$ cat config.mk
export PLATFORM = sky130hd
export DESIGN_NAME = mmio_io_ctrl_flat
export DESIGN_NICKNAME = d
export VERILOG_FILES = /design/src/rtl/mmio_io_ctrl_pkg.sv /design/src/rtl/mmio_io_ctrl_if.sv /design/src/rtl/mmio_io_ctrl_io_sync2.sv /design/src/rtl/mmio_io_ctrl.sv /design/src/flat_wrapper.sv
export SDC_FILE = /design/constraint.sdc
export NUM_CORES = 1
export LEC_CHECK = 0
export BUFFER_PORTS_ARGS = -buffer_cell sky130_fd_sc_hd__buf_2
export CAP_MARGIN = 0
export CORE_ASPECT_RATIO = 1.5
export CORE_MARGIN = 2
export CORE_UTILIZATION = 25
export DETAILED_ROUTE_END_ITERATION = 7
export PLACE_DENSITY = 0.46
export RECOVER_POWER = 50
export REMOVE_ABC_BUFFERS = 1
export SYNTH_ARGS = -nofsm -noshare
export SYNTH_HDL_FRONTEND = slang
export SYNTH_HIERARCHICAL = 1
export SYNTH_SLANG_ARGS = --single-unit
$ cat constraint.sdc
create_clock -name clk -period 2.7 [get_ports clk]
set_input_delay 0.405 -clock clk [delete_from_list [all_inputs] [get_ports clk]]
set_output_delay 0.405 -clock clk [all_outputs]
set_load 0.01 [all_outputs]
$ cat src/rtl/mmio_io_ctrl_pkg.sv
// mmio_io_ctrl_pkg: bus command encoding and default address map for the MMIO block
package mmio_io_ctrl_pkg;
  typedef enum logic [1:0] {MNONE = 2'b00, MREAD = 2'b01, MWRITE = 2'b10} mem_cmd_e;
  localparam logic [8:0] DEF_IN_BASE  = 9'h140;
  localparam logic [8:0] DEF_OUT_BASE = 9'h100;
  function automatic logic is_access(logic [1:0] cmd);
    return cmd == MREAD || cmd == MWRITE;
  endfunction
endpackage

$ cat src/rtl/mmio_io_ctrl_if.sv
// mmio_io_ctrl_if: CPU memory bus as seen by the MMIO block
interface mmio_io_ctrl_if #(parameter int DATA_W = 16, parameter int ADDR_W = 9);
  logic [1:0]        mem_cmd;
  logic [ADDR_W-1:0] mem_addr;
  logic [DATA_W-1:0] write_data;
  logic              hit;
  logic [DATA_W-1:0] read_data;
  logic              read_valid;
  modport master (output mem_cmd, mem_addr, write_data, input hit, read_data, read_valid);
  modport slave (input mem_cmd, mem_addr, write_data, output hit, read_data, read_valid);
endinterface

$ cat src/rtl/mmio_io_ctrl_io_sync2.sv
// io_sync2: two-flop synchroniser for one asynchronous input port
module io_sync2 #(parameter int W = 16) (
  input  logic         clk,
  input  logic         reset,
  input  logic [W-1:0] d,
  output logic [W-1:0] q
);
  logic [W-1:0] meta;
  always_ff @(posedge clk or posedge reset)
    if (reset) begin
      meta <= '0;
      q <= '0;
    end else begin
      meta <= d;
      q <= meta;
    end
endmodule

$ cat src/rtl/mmio_io_ctrl.sv
// mmio_io_ctrl: memory-mapped output registers, synchronised inputs, sticky change flags and irq
module mmio_io_ctrl
  import mmio_io_ctrl_pkg::*;
#(
  parameter int DATA_W = 16,
  parameter int ADDR_W = 9,
  parameter int N_IN = 2,
  parameter int N_OUT = 2,
  parameter logic [ADDR_W-1:0] IN_BASE = ADDR_W'(DEF_IN_BASE),
  parameter logic [ADDR_W-1:0] OUT_BASE = ADDR_W'(DEF_OUT_BASE)
) (
  input  logic                    clk,
  input  logic                    reset,
  mmio_io_ctrl_if.slave           bus,
  input  logic [N_IN*DATA_W-1:0]  in_ports,
  output logic [N_OUT*DATA_W-1:0] out_ports,
  output logic                    irq
);
  localparam logic [ADDR_W-1:0] STAT_ADDR = IN_BASE + ADDR_W'(N_IN);
  localparam logic [ADDR_W-1:0] MASK_ADDR = STAT_ADDR + ADDR_W'(1);
  logic [DATA_W-1:0] sync [N_IN];
  logic [DATA_W-1:0] prev [N_IN];
  logic [DATA_W-1:0] outr [N_OUT];
  logic [N_IN-1:0] flags, mask, change;
  logic [ADDR_W-1:0] off_out, off_in;
  logic acc, out_hit, in_hit, stat_hit, mask_hit, rd, wr;
  logic [DATA_W-1:0] rd_val;
  for (genvar j = 0; j < N_IN; j++) begin : g_in
    io_sync2 #(.W(DATA_W)) u_sync (
      .clk(clk),
      .reset(reset),
      .d(in_ports[j*DATA_W +: DATA_W]),
      .q(sync[j])
    );
    assign change[j] = sync[j] != prev[j];
  end
  for (genvar i = 0; i < N_OUT; i++) begin : g_out
    assign out_ports[i*DATA_W +: DATA_W] = outr[i];
  end
  // Offsets wrap below the base, so a single unsigned compare bounds each region.
  assign off_out = bus.mem_addr - OUT_BASE;
  assign off_in = bus.mem_addr - IN_BASE;
  assign acc = is_access(bus.mem_cmd);
  assign out_hit = off_out < ADDR_W'(N_OUT);
  assign in_hit = off_in < ADDR_W'(N_IN);
  assign stat_hit = bus.mem_addr == STAT_ADDR;
  assign mask_hit = bus.mem_addr == MASK_ADDR;
  assign bus.hit = acc && (out_hit || in_hit || stat_hit || mask_hit);
  assign rd = bus.hit && bus.mem_cmd == MREAD;
  assign wr = bus.hit && bus.mem_cmd == MWRITE;
  always_comb begin
    rd_val = '0;
    for (int i = 0; i < N_OUT; i++) if (out_hit && off_out == ADDR_W'(i)) rd_val = outr[i];
    for (int j = 0; j < N_IN; j++) if (in_hit && off_in == ADDR_W'(j)) rd_val = sync[j];
    if (stat_hit) rd_val = DATA_W'(flags);
    if (mask_hit) rd_val = DATA_W'(mask);
  end
  always_comb if (acc) assert ($countones({out_hit, in_hit, stat_hit, mask_hit}) <= 1);
  // Clear is applied before the OR so a flag that sets on the read edge survives it.
  always_ff @(posedge clk or posedge reset)
    if (reset) begin
      prev <= '{default: '0};
      outr <= '{default: '0};
      flags <= '0;
      mask <= '0;
      irq <= 1'b0;
      bus.read_data <= '0;
      bus.read_valid <= 1'b0;
    end else begin
      prev <= sync;
      flags <= (flags & ~{N_IN{rd && stat_hit}}) | change;
      irq <= |(flags & mask);
      bus.read_valid <= rd;
      if (rd) bus.read_data <= rd_val;
      if (wr && mask_hit) mask <= bus.write_data[N_IN-1:0];
      for (int i = 0; i < N_OUT; i++) if (wr && out_hit && off_out == ADDR_W'(i)) outr[i] <= bus.write_data;
    end
endmodule

$ cat src/flat_wrapper.sv
// flat-port wrapper written by rule: the top's interface ports become plain ports
module mmio_io_ctrl_flat import mmio_io_ctrl_pkg::*;
#(
  parameter int DATA_W = 16,
  parameter int ADDR_W = 9,
  parameter int N_IN = 2,
  parameter int N_OUT = 2,
  parameter logic [ADDR_W-1:0] IN_BASE = ADDR_W'(DEF_IN_BASE),
  parameter logic [ADDR_W-1:0] OUT_BASE = ADDR_W'(DEF_OUT_BASE)
)
  (clk, reset, in_ports, out_ports, irq, bus_mem_cmd, bus_mem_addr, bus_write_data, bus_hit, bus_read_data, bus_read_valid);
  mmio_io_ctrl_if #(.DATA_W(DATA_W), .ADDR_W(ADDR_W)) bus_i ();
  input  logic clk;
  input  logic reset;
  input  logic [N_IN*DATA_W-1:0] in_ports;
  output logic [N_OUT*DATA_W-1:0] out_ports;
  output logic irq;
  input wire logic [$bits(bus_i.mem_cmd)-1:0] bus_mem_cmd;
  input wire logic [$bits(bus_i.mem_addr)-1:0] bus_mem_addr;
  input wire logic [$bits(bus_i.write_data)-1:0] bus_write_data;
  output wire logic [$bits(bus_i.hit)-1:0] bus_hit;
  output wire logic [$bits(bus_i.read_data)-1:0] bus_read_data;
  output wire logic [$bits(bus_i.read_valid)-1:0] bus_read_valid;
  assign bus_i.mem_cmd = bus_mem_cmd;
  assign bus_i.mem_addr = bus_mem_addr;
  assign bus_i.write_data = bus_write_data;
  assign bus_hit = bus_i.hit;
  assign bus_read_data = bus_i.read_data;
  assign bus_read_valid = bus_i.read_valid;
  mmio_io_ctrl #(.DATA_W(DATA_W), .ADDR_W(ADDR_W), .N_IN(N_IN), .N_OUT(N_OUT), .IN_BASE(IN_BASE), .OUT_BASE(OUT_BASE)) u_core (.clk(clk), .reset(reset), .bus(bus_i), .in_ports(in_ports), .out_ports(out_ports), .irq(irq));
endmodule
### After elaboration in Yosys (flattened, before gate mapping)

Cells that the tools add are included.

* divide/modulo/power cells: 0
* bitwise operators: 4
* reductions and logical operators: 19
* equality and inequality tests: 8
* $mul: 0
* shifts and indexed selects: 0
* $add $sub $neg: 2
* order comparisons: 2
* muxes and demuxes: 6

Operator list (number)
* 16-bit two-way mux: 6
* 16-bit != test: 2
* 9-bit by 1-bit == test with 1-bit output (second input constant): 2
* 9-bit == test (second input constant): 2
* 9-bit zero test: 2
* 9-bit by 2-bit less-than comparator with 1-bit output (second input constant): 2
* 9-bit subtractor (second input constant): 2
* 1-bit logical AND: 12
* 2-bit AND: 2
* 1-bit logical OR: 4
* 2-bit by 1-bit == test with 1-bit output (second input constant): 1
* 2-bit == test (second input constant): 1
* 2-bit inverter: 1
* 2-bit bitwise OR: 1
* 2-bit OR reduction: 1

* latch bits: 0
* logic and storage cells: 54
* input bits: 61
* flip-flop bits (word level): 150
* memory bits (writable): 0
* memory bits (read-only): 0
* memories: 0

### Logic depth before layout (Yosys ltp)

Gate-level depths: netlist (run 1).

* word-level depth: 11
* depth in mapped cells: 10

### Modules after synthesis

The synthesis (run 1) kept the hierarchy.

Modules (own cells, without submodules)
* mmio_io_ctrl: sequential area each 2152.1 um^2, area each 3917.5 um^2, times used 1, cells an instance 334
* io_sync2: sequential area each 800.8 um^2, area each 804.5 um^2, times used 2, cells an instance 33

### Worst setup path before layout (run 1)

No wires, ideal clock.

* path kind: input-to-reg
* from: input port bus_mem_addr[7]
* to: register u_core.bus.read_data[15]
* library setup time: 0.132 ns
* setup slack: 0.281 ns
* required time: 2.568 ns
* cell stages on the path: 10
* arrival time: 2.287 ns
* path through: inv_1 > ha_1 > or3b_4 > or3_1 > buf_2 > or3_1 > buf_2 > buf_6 > o211ai_1 > o21ai_1

* cells in the longest elaborated chain, start to end: 9
* elaborated cells on any way between the ends: 25
* those cells by class: add/sub (2); order compare (2); eq/ne (4); mux (6); reduce/logical (11)

RTL lines
* start, declared: RTL line flat_wrapper.sv:19 `input wire logic [$bits(bus_i.mem_addr)-1:0] bus_mem_addr;`
* 9-bit subtractor: RTL line mmio_io_ctrl.sv:41 `assign off_out = bus.mem_addr - OUT_BASE;`
* 9-bit by 2-bit less-than comparator with 1-bit output or 9-bit zero test (tied branches): RTL line mmio_io_ctrl.sv:44, mmio_io_ctrl.sv:53
* 1-bit logical AND: RTL line mmio_io_ctrl.sv:53 `for (int i = 0; i < N_OUT; i++) if (out_hit && off_out == ADDR_W'(i)) rd_val = outr[i];`
* 16-bit two-way mux (2 in series): RTL line mmio_io_ctrl.sv:53
* 16-bit two-way mux (2 in series): RTL line mmio_io_ctrl.sv:54 `for (int j = 0; j < N_IN; j++) if (in_hit && off_in == ADDR_W'(j)) rd_val = sync[j];`
* 16-bit two-way mux: RTL line mmio_io_ctrl.sv:55 `if (stat_hit) rd_val = DATA_W'(flags);`
* 16-bit two-way mux: RTL line mmio_io_ctrl.sv:56 `if (mask_hit) rd_val = DATA_W'(mask);`
* end signal, assigned: RTL line mmio_io_ctrl.sv:74 `if (rd) bus.read_data <= rd_val;`
* end, declared: RTL line mmio_io_ctrl_if.sv:10 `modport slave (input mem_cmd, mem_addr, write_data, output hit, read_data, read_valid);`

Several ways; a longest one is shown, not always the timed one.
A chain may end at the register's enable or synchronous reset.

### Final worst setup path (run 1)

* from: input port bus_mem_addr[7]
* to: register u_core.bus.read_data[12]

Same word-level chain as after synthesis.

==> metrics.txt, run 1 <==
ports placed on the boundary=112; type of the worst setup path=in -> reg; nets@finish=592; minimum clock period=2.208 ns; met1 demand-to-capacity share in global routing=15.04%; worst-margin pin slew=1.706 ns; worst setup path startpoint=bus_mem_addr[7]; full die area=23,340 um^2; Yosys top cell by area=sky130_fd_sc_hd__dfrtp_1; setup slack after placement=0.08825 ns; Top delay family on crit path=simple AND/OR/NAND/NOR gates; unrepaired setup endpoints after global routing=false; final setup slack of the worst path=0.4919 ns; Critical Path Max Stage Delay=0.55 ns; endpoint of the worst-slack reg-to-reg timing path=u_core/flags[0]$_DFF_PP0_; Total Wirelength=14.24 mm; maximum number of pins on one net before global-route repair=37; initial antenna violation count=0; library cell with the highest instance count after synthesis=sky130_fd_sc_hd__dfrtp_1; data required time of the worst path=2.99 ns; max frequency=0.4529 GHz; Tcrit/Tclk final=81.78%; width of the die=125.4 um; root buffer cell=sky130_fd_sc_hd__clkbuf_16; proportion of synthesized chip area in sequential cells=67.92%; fraction of power consumed by the clock network=48.2%; Overall Global Routing Usage=12.68%; layout-stage area growth over the synthesis result=27.94%; PortBufs=111; clock slew at reported path FFs=0.06 ns; placer's final routability congestion estimate=0.7973; via-per-instance ratio=4.411; CTS buffer count=17; Yosys cell types=35; power per unit of standard cell area=708.3 nW/um^2; worst hold slack=0.08941 ns; detailed-route wire length per cell=17.56 um; DRT iter0 DRCs=173; maximum fanout count along the critical path=14; CTS Hold Buffers Added=0; # Post-CTS Setup Buffers=0; number of nets with antenna violations after routing=0; Post-synth EDFFs=0; Max stage delay cell, worst path=sky130_fd_sc_hd__or3_1; core utilization of the finished layout=32.56%; Crit path buffers/inverters=2; most common cell type on the critical path=sky130_fd_sc_hd__or3_1; run status=finished with violations; DRC violations left=0; dominant cells by area after synthesis=sky130_fd_sc_hd__dfrtp_1 (68%), sky130_fd_sc_hd__mux2_2 (6.9%), sky130_fd_sc_hd__xnor2_1 (5.2%); max-slew violation count=102; die height=186.1 um; min-delay worst type=in -> reg; cell row count=66; TritonCTS clock tree=built; violations in the final reports=max-capacitance violations, max-slew violations; sequential share of power=47.3%; Post-synth ARST share=100.0%; final number of setup-violating endpoints=0; Critical path destination=u_core/bus.read_data[12]$_DFFE_PP0P_; static leakage=3.326 nW; vias in the first global route=3,767; depth of the worst register-to-register path=4; Startpoint Class=input port; Antenna Diode Count=0; cell-by-cell trace of the critical path=buf_2 > inv_1 > ha_1 > or3b_4 > or3_1 > or3_1 > o211ai_1 > o21ai_0; Critical R2R Launch=u_core/g_in[0].u_sync/q[12]$_DFF_PP0_; total of flip-flops plus latches after synthesis=150; first drt pass iteration count=6; Psw=1.050 mW; total congestion overflow after global routing=0; initial standard-cell utilization of the core=25.45%; number of standard cells after synthesis=400; netlist area before placement=5527 um^2; top cell type's share of synthesized area=67.92%; buffer levels on the longest clock path=2; share of power burned in combinational logic=4.5%; total vias in the final route=3,577; endpoint type of the worst setup path=register; first-pass GRT wire length=21.78 mm; main flop type after synthesis=sky130_fd_sc_hd__dfrtp_1; area of the core=21,720 um^2; Yosys warning total=6; M2 GR Usage=21.35%; Sw Ratio=20.97%; post-DP HPWL=10.49 mm; power consumption=5.008 mW; CTS H-tree depth=4; share of final-layout standard cells stronger than drive strength 1=35.06%; setup clock skew after layout=0.01177 ns; FF-to-FF setup slack=1.38 ns; Clock Sink Count=150; met3 global-route usage=3.593%; cell internal pwr=3.958 mW; Final Hold Violating Endpoints=0; cts repair resizes=0; data arrival time of the critical path=2.50 ns; maximum resistive drop on vdd=422.1 uV; critical path depth in cells=8; synthesized area per cell=13.82 um^2; Synth top cells by count=sky130_fd_sc_hd__dfrtp_1 (150), sky130_fd_sc_hd__mux2_2 (34), sky130_fd_sc_hd__xnor2_1 (33); worst-skew pair later-pin latency=0.42 ns; max-cap check violation count=3; busiest layer in global routing=met2; Max-Slew Margin vs Limit=-13.73%
-- power groups by stage --
stage	combinational (mW)	sequential, mW	clock, mW
after floorplan	0.117	2.40	0
after global placement	0.226	2.41	0
after detailed placement	0.231	2.41	0
after CTS	0.232	2.37	2.49
after global routing	0.253	2.38	2.60
final	0.223	2.37	2.41
-- through the flow --
stage	instance area [um^2]	TNS [ns]	cells
2_1_floorplan	5441	-0.5067	381
3_3_place_gp	6472	0	779
3_5_place_dp	6472	0	779
4_1_cts	7082	0	811
5_1_grt	7071	0	811
6_report	7071	0	811
-- sequential cells by signal, indices dropped and copies added (netlist names) --
register	cells
u_core/flags	2
u_core/bus.read_data	16
u_core/irq	1
u_core/bus.read_valid	1
u_core/g_in.u_sync/meta	32
u_core/g_in.u_sync/q	32
u_core/out_ports	32
u_core/mask	2
u_core/prev	32
-- area by class of cell --
class                      instances  area (um^2)
timing repair buffer             126        669.4
inverter                          12        46.29
tap                              272        340.3
clock buffer                      22        484.2
clock inverter                    10        125.1
fill                            2172        14650
multi-input combinational        219         1652
sequential                       150         3754
-- cell usage in the layout (no fill, tap or decap), drive strengths merged --
cell,instances
clkbuf,27
o31ai,3
ha,5
mux2i,16
nand2,23
nand3,3
o22ai,16
buf,121
mux2,34
bufinv,3
inv,10
dfrtp,150
clkinv,8
or3,5
and2b,1
clkinvlp,1
a211oi,1
a2bb2oi,1
nor4,5
a2111oi,1
nand3b,1
nor3,6
a31oi,1
xnor2,33
or4,1
o211ai,17
a21oi,16
a22o,1
nor2,5
o21ai,15
nand4,8
or3b,1
-- worst register-to-register path: stages (launching register included) --
cell	delay (ns)
sky130_fd_sc_hd__dfrtp_1	0.42
sky130_fd_sc_hd__xnor2_1	0.19
sky130_fd_sc_hd__nand4_1	0.15
sky130_fd_sc_hd__nor4_1	0.35
sky130_fd_sc_hd__nand2_1	0.08
-- how the worst min path moves through the flow --
stage / slack (ns) / endpoint / from / depth (start not counted)
after detailed placement: 0.33 / u_core/g_in[1].u_sync/q[12]$_DFF_PP0_ / u_core/g_in[1].u_sync/meta[12]$_DFF_PP0_ / 0
final: 0.09 / u_core/g_in[1].u_sync/meta[13]$_DFF_PP0_ / in_ports[29] / 1
after CTS: 0.07 / u_core/g_in[0].u_sync/meta[2]$_DFF_PP0_ / in_ports[2] / 1
after global placement: 0.33 / u_core/g_in[1].u_sync/q[9]$_DFF_PP0_ / u_core/g_in[1].u_sync/meta[9]$_DFF_PP0_ / 0
after global routing: 0.07 / u_core/g_in[1].u_sync/meta[15]$_DFF_PP0_ / in_ports[31] / 1
after floorplan: 0.33 / u_core/g_in[0].u_sync/q[0]$_DFF_PP0_ / u_core/g_in[0].u_sync/meta[0]$_DFF_PP0_ / 0
-- cells by family (layout without fill, tap and decap cells) --
logic type / count (synthesis) / in the layout / share of synthesized area (%)
flops: 150 / 150 / 67.92
buf+inv: 31 / 170 / 2.354
xor+xnor: 33 / 33 / 5.230
simple gates: 59 / 59 / 5.479
compound gates: 72 / 72 / 8.060
fa+ha+maj: 5 / 5 / 1.132
mux: 50 / 50 / 9.826
-- per-layer routing --
| metal | routed length [um] | up-vias |
|---|---|---|
| met5 | 0 | - |
| met4 | 376 | 0 |
| met3 | 898 | 24 |
| met2 | 7179 | 117 |
| met1 | 5786 | 1776 |
| li1 | - | 1660 |
(Power assumes the default switching activity.)
==> run 2: changes to the inputs <==
Settings changed: ABC_AREA from default to 1.
Clock period 2.7 ns to 1.77 ns, I/O delays scaled along.
==> run 2 against run 1 <==
Compared with the run above:
- the flow now finishes without violations
- die area increased by 4.5%
- clock power increased by 51%
- total power increased by 53%
- register-to-register slack got worse by 1.1 ns
- first-iteration DRC count increased by 6.4%
- design area increased by 15%
- synthesized cell count increased by 37%
- critical path depth increased by 7
- global-route usage increased by 1.1 points
- clock skew decreased by 0.0013 ns
- routed wire length increased by 11%
- worst setup slack got worse by 0.41 ns
- critical path type unchanged
==> metrics.txt, run 2 <==
FF-to-FF setup slack=0.32 ns (was 1.38 ns); synthesized area per cell=10.53 um^2 (was 13.82 um^2); Startpoint Class=input port (unchanged); fill cell count=2,318 (was 2,172); setup slack after placement=-0.2148 ns (was 0.08825 ns); static leakage=4.180 nW (was 3.326 nW); area taken by multi-input logic gates=1809 um^2 (was 1652 um^2); initial standard-cell utilization of the core=25.27% (was 25.45%); buffer levels on the longest clock path=2 (unchanged); cell internal pwr=5.973 mW (was 3.958 mW); worst-margin pin slew=0.7556 ns (was 1.706 ns); Max-Slew Margin vs Limit=49.62% (was -13.73%); final number of setup-violating endpoints=0 (unchanged); max-slew violation count=0 (was 102); number of standard cells after synthesis=549 (was 400); unrepaired setup endpoints after global routing=false (unchanged); netlist area before placement=5783 um^2 (was 5527 um^2); main flop type after synthesis=sky130_fd_sc_hd__dfrtp_1 (unchanged); first drt pass iteration count=4 (was 6); via-per-instance ratio=4.139 (was 4.411); library cell with the highest instance count after synthesis=sky130_fd_sc_hd__dfrtp_1 (unchanged); Antenna Diode Count=0 (unchanged); maximum number of pins on one net before global-route repair=33 (was 37); met2 WL post-DR=8.317 mm (was 7.179 mm); detailed-route wire length per cell=15.20 um (was 17.56 um); ports placed on the boundary=112 (unchanged); post-DP HPWL=12.06 mm (was 10.49 mm); DRC violations left=0 (unchanged); Tcrit/Tclk final=95.11%; proportion of synthesized chip area in sequential cells=64.91% (was 67.92%); max-cap check violation count=0 (was 3); layout-stage area growth over the synthesis result=40.20% (was 27.94%); number of instances in the placed design=970 (was 779); power per unit of standard cell area=942.8 nW/um^2 (was 708.3 nW/um^2); type of the worst setup path=in -> reg (unchanged); Clock Sink Count=150 (unchanged); TritonCTS clock tree=built (unchanged); first-pass GRT wire length=24.98 mm (was 21.78 mm); endpoint type of the worst setup path=register (unchanged); data arrival time of the critical path=2.00 ns (was 2.50 ns); root buffer cell=sky130_fd_sc_hd__clkbuf_16 (unchanged); DRT iter0 DRCs=184 (was 173); total of flip-flops plus latches after synthesis=150 (unchanged); worst hold slack=0.1156 ns (was 0.08941 ns); nets@finish=816 (was 592); maximum resistive drop on vdd=594.2 uV (was 422.1 uV); run status=finished, final reports clean (was finished with violations); aggregate negative setup slack=0 ns (unchanged); Sw Ratio=21.87% (was 20.97%); sequential share of power=47.2% (was 47.3%); area of the core=22,890 um^2 (was 21,720 um^2); most common library cell in the layout ignoring fill and taps=sky130_fd_sc_hd__dfrtp_1 (unchanged); fraction of power consumed by the clock network=47.8% (was 48.2%); Overall Global Routing Usage=13.82% (was 12.68%); data required time of the worst path=2.08 ns (was 2.99 ns); total congestion overflow after global routing=0 (unchanged); top cell type's share of synthesized area=64.91% (was 67.92%); top metal layer carrying routed signals=met4 (unchanged); share of final-layout standard cells stronger than drive strength 1=31.23% (was 35.06%); power consumption=7.644 mW (was 5.008 mW); cell area after layout=8108 um^2 (was 7071 um^2); core utilization of the finished layout=35.43% (was 32.56%); final cell count without fillers=1,042 (was 811); Post-synth ARST share=100.0% (unchanged); total vias in the final route=4,313 (was 3,577); Psw=1.672 mW (was 1.050 mW); max frequency=0.5940 GHz; CTS H-tree depth=4 (unchanged); placer's final routability congestion estimate=0.8074 (was 0.7973); Yosys warning total=6 (unchanged); detailed-routed wire length on met3=598 um (was 898 um); initial antenna violation count=0 (unchanged); PortBufs=111 (unchanged); Post-synth EDFFs=0 (unchanged); Total Wirelength=15.84 mm (was 14.24 mm); full die area=24,390 um^2 (was 23,340 um^2); maximum fanout count along the critical path=14 (unchanged); width of the die=128.2 um (was 125.4 um); cell row count=68 (was 66); setup clock skew after layout=0.01046 ns (was 0.01177 ns); min-delay worst type=in -> reg (unchanged); Yosys cell types=30 (was 35); dominant cells by area after synthesis=sky130_fd_sc_hd__dfrtp_1 (65%), sky130_fd_sc_hd__nand2_1 (9.5%), sky130_fd_sc_hd__nor2_1 (3.6%) (was sky130_fd_sc_hd__dfrtp_1 (68%), sky130_fd_sc_hd__mux2_2 (6.9%), sky130_fd_sc_hd__xnor2_1 (5.2%)); clock slew at reported path FFs=0.06 ns (about the same); Synth top cells by count=sky130_fd_sc_hd__dfrtp_1 (150), sky130_fd_sc_hd__nand2_1 (147), sky130_fd_sc_hd__nor2_1 (55) (was sky130_fd_sc_hd__dfrtp_1 (150), sky130_fd_sc_hd__mux2_2 (34), sky130_fd_sc_hd__xnor2_1 (33)); Placed Area=7076 um^2 (was 6472 um^2); Final Hold Violating Endpoints=0 (unchanged); Yosys top cell by area=sky130_fd_sc_hd__dfrtp_1 (unchanged); number of nets with antenna violations after routing=0 (unchanged); vias in the first global route=4,659 (was 3,767); CTS buffer count=17 (unchanged); leading cell types in the layout, fill and taps excluded=sky130_fd_sc_hd__dfrtp_1 (150), sky130_fd_sc_hd__nand2_1 (146), sky130_fd_sc_hd__buf_2 (109) (was sky130_fd_sc_hd__dfrtp_1 (150), sky130_fd_sc_hd__buf_2 (108), sky130_fd_sc_hd__mux2_2 (34)); die height=190.3 um (was 186.1 um); minimum clock period=1.683 ns; FF/Latch Area=3754 um^2 (unchanged); share of power burned in combinational logic=5.0% (was 4.5%); final setup slack of the worst path=0.08654 ns (was 0.4919 ns); Post-Route M1 WL=6.235 mm (was 5.786 mm); worst-skew pair later-pin latency=0.42 ns (about the same)
run 2: layer usage:
metal  GRT usage (%)  up-vias
met5               0        -
met1           15.23     2039
met2           24.18      103
met3           3.311       35
met4           7.735        0
li1                -     2136
run 2: path summary, 6_finish.rpt:
kind                                                              start  cells past startpoint                                 endpoint
worst min-delay path                                  bus_write_data[9]                      3         u_core/out_ports[25]$_DFFE_PP0P_
worst min register to register  u_core/g_in[1].u_sync/meta[3]$_DFF_PP0_                      0     u_core/g_in[1].u_sync/q[3]$_DFF_PP0_
worst max-delay path                                    bus_mem_addr[6]                     15     u_core/bus.read_data[13]$_DFFE_PP0P_
max in group asynchronous                                         reset                      4          u_core/out_ports[3]$_DFFE_PP0P_
min in group asynchronous                                         reset                      3  u_core/g_in[1].u_sync/meta[9]$_DFF_PP0_
worst max register to register     u_core/g_in[1].u_sync/q[2]$_DFF_PP0_                      5                u_core/flags[1]$_DFF_PP0_
run 2: power groups by stage:
stage                     combinational (mW)  clock, mW  sequential (mW)
after global placement                 0.326          0             3.67
after floorplan                        0.167          0             3.65
after detailed placement               0.328          0             3.68
after CTS                              0.386       3.77             3.61
after global routing                   0.432       3.91             3.62
final                                  0.382       3.65             3.61
run 2: kinds of logic (layout without fill, tap and decap cells):
| family | Yosys count | count (layout) | synth area share (%) |
|---|---|---|---|
| adder cells (fa/ha/maj) | 5 | 5 | 1.082 |
| buffers and inverters | 62 | 275 | 4.760 |
| flip-flops | 150 | 150 | 64.91 |
| AO/OA/AOI/OAI | 39 | 39 | 4.673 |
| AND/OR/NAND/NOR | 265 | 265 | 20.21 |
| XOR/XNOR | 28 | 28 | 4.371 |
run 2: repair_timing:
| item | CTS | global route |
|---|---|---|
| endpoints found under the hold margin | 76 | 0 |
| endpoints found under the setup margin | 1 | 1 |
| pin swaps | 1 | 5 |
| buffers inserted | 3 | 5 |
| resized for setup | 2 | 13 |
| hold buffers | 33 | 0 |
| gates cloned | 0 | 0 |
run 2: critical path: stages:
cell and delay (ns):
sky130_fd_sc_hd__buf_2 0.09, sky130_fd_sc_hd__inv_1 0.07, sky130_fd_sc_hd__ha_4 0.27, sky130_fd_sc_hd__nand3_2 0.09, sky130_fd_sc_hd__nor2_4 0.14, sky130_fd_sc_hd__nand2_2 0.09, sky130_fd_sc_hd__buf_4 0.14, sky130_fd_sc_hd__buf_4 0.14
sky130_fd_sc_hd__inv_1 0.05, sky130_fd_sc_hd__nand2_1 0.08, sky130_fd_sc_hd__buf_12 0.16, sky130_fd_sc_hd__nor2_1 0.22, sky130_fd_sc_hd__nor2_1 0.08, sky130_fd_sc_hd__nand2_1 0.07, sky130_fd_sc_hd__nand2_1 0.04
run 2: layout make-up:
class / instances / share of cell area [%]
repair buffers: 196 / 17.47
multi-input cells: 337 / 22.31
flip-flops and latches: 150 / 46.30
inverters: 48 / 2.238
clock inverters: 12 / 1.898
well taps: 280 / 4.321
clock buffers: 19 / 5.463
==> run 3: changes to the inputs <==
Settings changed: ABC_CLOCK_PERIOD_IN_PS from default to 1770, BUFFER_PORTS_ARGS -buffer_cell sky130_fd_sc_hd__buf_2 to default, DONT_BUFFER_PORTS from default to 1, PLACE_DENSITY 0.46 to 0.42.
==> run 3 against run 2 <==
Compared with the run above:
- routed wire length fell by 3.2%
- largest cell class unchanged
- non-clock buffer count fell by 126
- clock power fell by 9.0%
- total power fell by 5.4%
==> metrics.txt, run 3 (same netlist as run 2, synthesis figures left out) <==
CTS H-tree depth=4 (unchanged); full die area=24,390 um^2 (unchanged); area of the core=22,890 um^2 (unchanged); Tcrit/Tclk final=93.68% (was 95.11%); Max stage delay cell, worst path=sky130_fd_sc_hd__ha_1 (was sky130_fd_sc_hd__ha_4); detailed-route wire length per cell=16.78 um (was 15.20 um); maximum resistive drop on vdd=586.6 uV (was 594.2 uV); nets@finish=690 (was 816); type of the worst setup path=in -> out (was in -> reg); met1 demand-to-capacity share in global routing=13.97% (was 15.23%); busiest layer in global routing=met2 (unchanged); minimum clock period=1.658 ns (was 1.683 ns); met3 global-route usage=5.499% (was 3.311%); layout-stage area growth over the synthesis result=26.03% (was 40.20%); M2 GR Usage=23.53% (was 24.18%); share of final-layout standard cells stronger than drive strength 1=14.35% (was 31.23%); data arrival time of the critical path=1.39 ns (was 2.00 ns); total vias in the final route=3,877 (was 4,313); Critical Path Max Stage Delay=0.28 ns (was 0.27 ns); maximum fanout count along the critical path=5 (was 14); Clock Sink Count=150 (unchanged); Max-Slew Margin vs Limit=22.21% (was 49.62%); final cell count without fillers=914 (was 1,042); max-slew violation count=0 (unchanged); power per unit of standard cell area=992.1 nW/um^2 (was 942.8 nW/um^2); most common cell type on the critical path=sky130_fd_sc_hd__inv_1 (was sky130_fd_sc_hd__nand2_1); via-per-instance ratio=4.242 (was 4.139); maximum number of pins on one net before global-route repair=40 (was 33); initial antenna violation count=1 (was 0); Final Hold Violating Endpoints=0 (unchanged); leading cell types in the layout, fill and taps excluded=sky130_fd_sc_hd__dfrtp_1 (150), sky130_fd_sc_hd__nand2_1 (147), sky130_fd_sc_hd__nor2_1 (54) (was sky130_fd_sc_hd__dfrtp_1 (150), sky130_fd_sc_hd__nand2_1 (146), sky130_fd_sc_hd__buf_2 (109)); number of nets with antenna violations after routing=0 (unchanged); ports placed on the boundary=112 (unchanged); worst-skew pair later-pin latency=0.42 ns (about the same); initial standard-cell utilization of the core=25.27% (unchanged); final number of setup-violating endpoints=0 (unchanged); Overall Global Routing Usage=13.34% (was 13.82%); buffer levels on the longest clock path=2 (unchanged); DRT iter0 DRCs=161 (was 184); Startpoint Class=input port (unchanged); cell-by-cell trace of the critical path=inv_1 > ha_1 > nand3_1 > nor2_2 > nand2_2 > nand3_2 > nand2_4 > buf_4 > inv_1 (was buf_2 > inv_1 > ha_4 > nand3_2 > nor2_4 > nand2_2 > buf_4 > buf_4 > inv_1 > nand2_1 > buf_12 > nor2_1 > nor2_1 > nand2_1 > nand2_1); vias in the first global route=3,966 (was 4,659); TritonCTS clock tree=built (unchanged); worst hold slack=0.02983 ns (was 0.1156 ns); DRC violations left=0 (unchanged); width of the die=128.2 um (unchanged); Total Wirelength=15.34 mm (was 15.84 mm); max-cap check violation count=0 (unchanged); data required time of the worst path=1.50 ns (was 2.08 ns); setup clock skew after layout=0.007903 ns (was 0.01046 ns); run status=finished, final reports clean (unchanged); endpoint type of the worst setup path=primary output (was register); first drt pass iteration count=5 (was 4); number of instances in the placed design=847 (was 970); unrepaired setup endpoints after global routing=false (unchanged); first-pass GRT wire length=23.50 mm (was 24.98 mm); static leakage=3.534 nW (was 4.180 nW); post-DP HPWL=11.62 mm (was 12.06 mm); max frequency=0.6031 GHz (was 0.5940 GHz); setup slack after placement=-0.1365 ns (was -0.2148 ns); die height=190.3 um (unchanged); most common library cell in the layout ignoring fill and taps=sky130_fd_sc_hd__dfrtp_1 (unchanged); min-delay worst type=in -> reg (unchanged); placer's final routability congestion estimate=0.7433 (was 0.8074); cell row count=68 (unchanged); clock slew at reported path FFs=0.06 ns (about the same); Antenna Diode Count=0 (unchanged); total congestion overflow after global routing=0 (unchanged); worst-margin pin slew=1.160 ns (was 0.7556 ns); root buffer cell=sky130_fd_sc_hd__clkbuf_16 (unchanged); final setup slack of the worst path=0.1119 ns (was 0.08654 ns); CTS buffer count=17 (unchanged); PortBufs=0 (was 111)
## run 3: stage by stage
step | setup TNS [ns] | util (%) | power, mW | instance area (um^2)
after floorplan | -61.69 | - | 3.816 | 5688
after global placement | -4.219 | 27.88 | 3.901 | 6380
after detailed placement | -4.588 | 27.88 | 3.911 | 6380
after CTS | 0 | 31.84 | 7.365 | 7288
after global routing | 0 | 31.84 | 7.541 | 7288
final | 0 | 31.84 | 7.231 | 7288
## run 3: routing by layer
layer / share of wire [%] / vias to the layer above / routed length, um
li1: - / 1882 / -
met1: 37 / 1872 / 5737
met2: 53 / 107 / 8159
met3: 7.2 / 14 / 1106
met4: 2.1 / 2 / 322
met5: 0.085 / - / 13
## run 3: what timing repair did
item / in CTS / in global routing
setup endpoints to repair: 0 / 1
buffers inserted: 0 / 0
endpoints found under the hold margin: 123 / 0
hold buffers: 38 / 0
resized for setup: 0 / 1
## run 3: final cells by class
cell class              instances  area (um^2)
clock buffers                  23        447.9
clock inverters                 6        80.08
fillers                      2282        15600
inverters                      48        181.4
multi-input cells             337         1757
flip-flops and latches        150         3754
well taps                     280        350.3
repair buffers                 70        718.2
## run 3: final timing paths
path	end	startpoint	cells after the start	slack, ns
worst max-delay path	bus_hit	bus_mem_addr[7]	9	0.11
worst min-delay path	u_core/out_ports[24]$_DFFE_PP0P_	bus_write_data[8]	2	0.03
worst max register to register	u_core/flags[0]$_DFF_PP0_	u_core/g_in[0].u_sync/q[3]$_DFF_PP0_	5	0.35
worst min register to register	u_core/g_in[0].u_sync/q[13]$_DFF_PP0_	u_core/g_in[0].u_sync/meta[13]$_DFF_PP0_	0	0.34
max in group asynchronous	u_core/out_ports[19]$_DFFE_PP0P_	reset	3	0.40
min in group asynchronous	u_core/g_in[1].u_sync/q[0]$_DFF_PP0_	reset	2	0.30
## run 3: worst max-delay path: cells and delay by family
family,cells,cell delay [ns]
and+or+nand+nor,5,0.55
adders and majority gates,1,0.28
buffers and inverters,3,0.29
## run 3: power breakdown
| part | internal, mW | switching, mW | leakage [nW] |
|---|---|---|---|
| Combinational | 0.133 | 0.164 | 1.41 |
| Clock | 2.04 | 1.29 | 0.260 |
| Sequential | 3.54 | 0.0662 | 1.86 |
| Total | 5.72 | 1.52 | 3.53 |
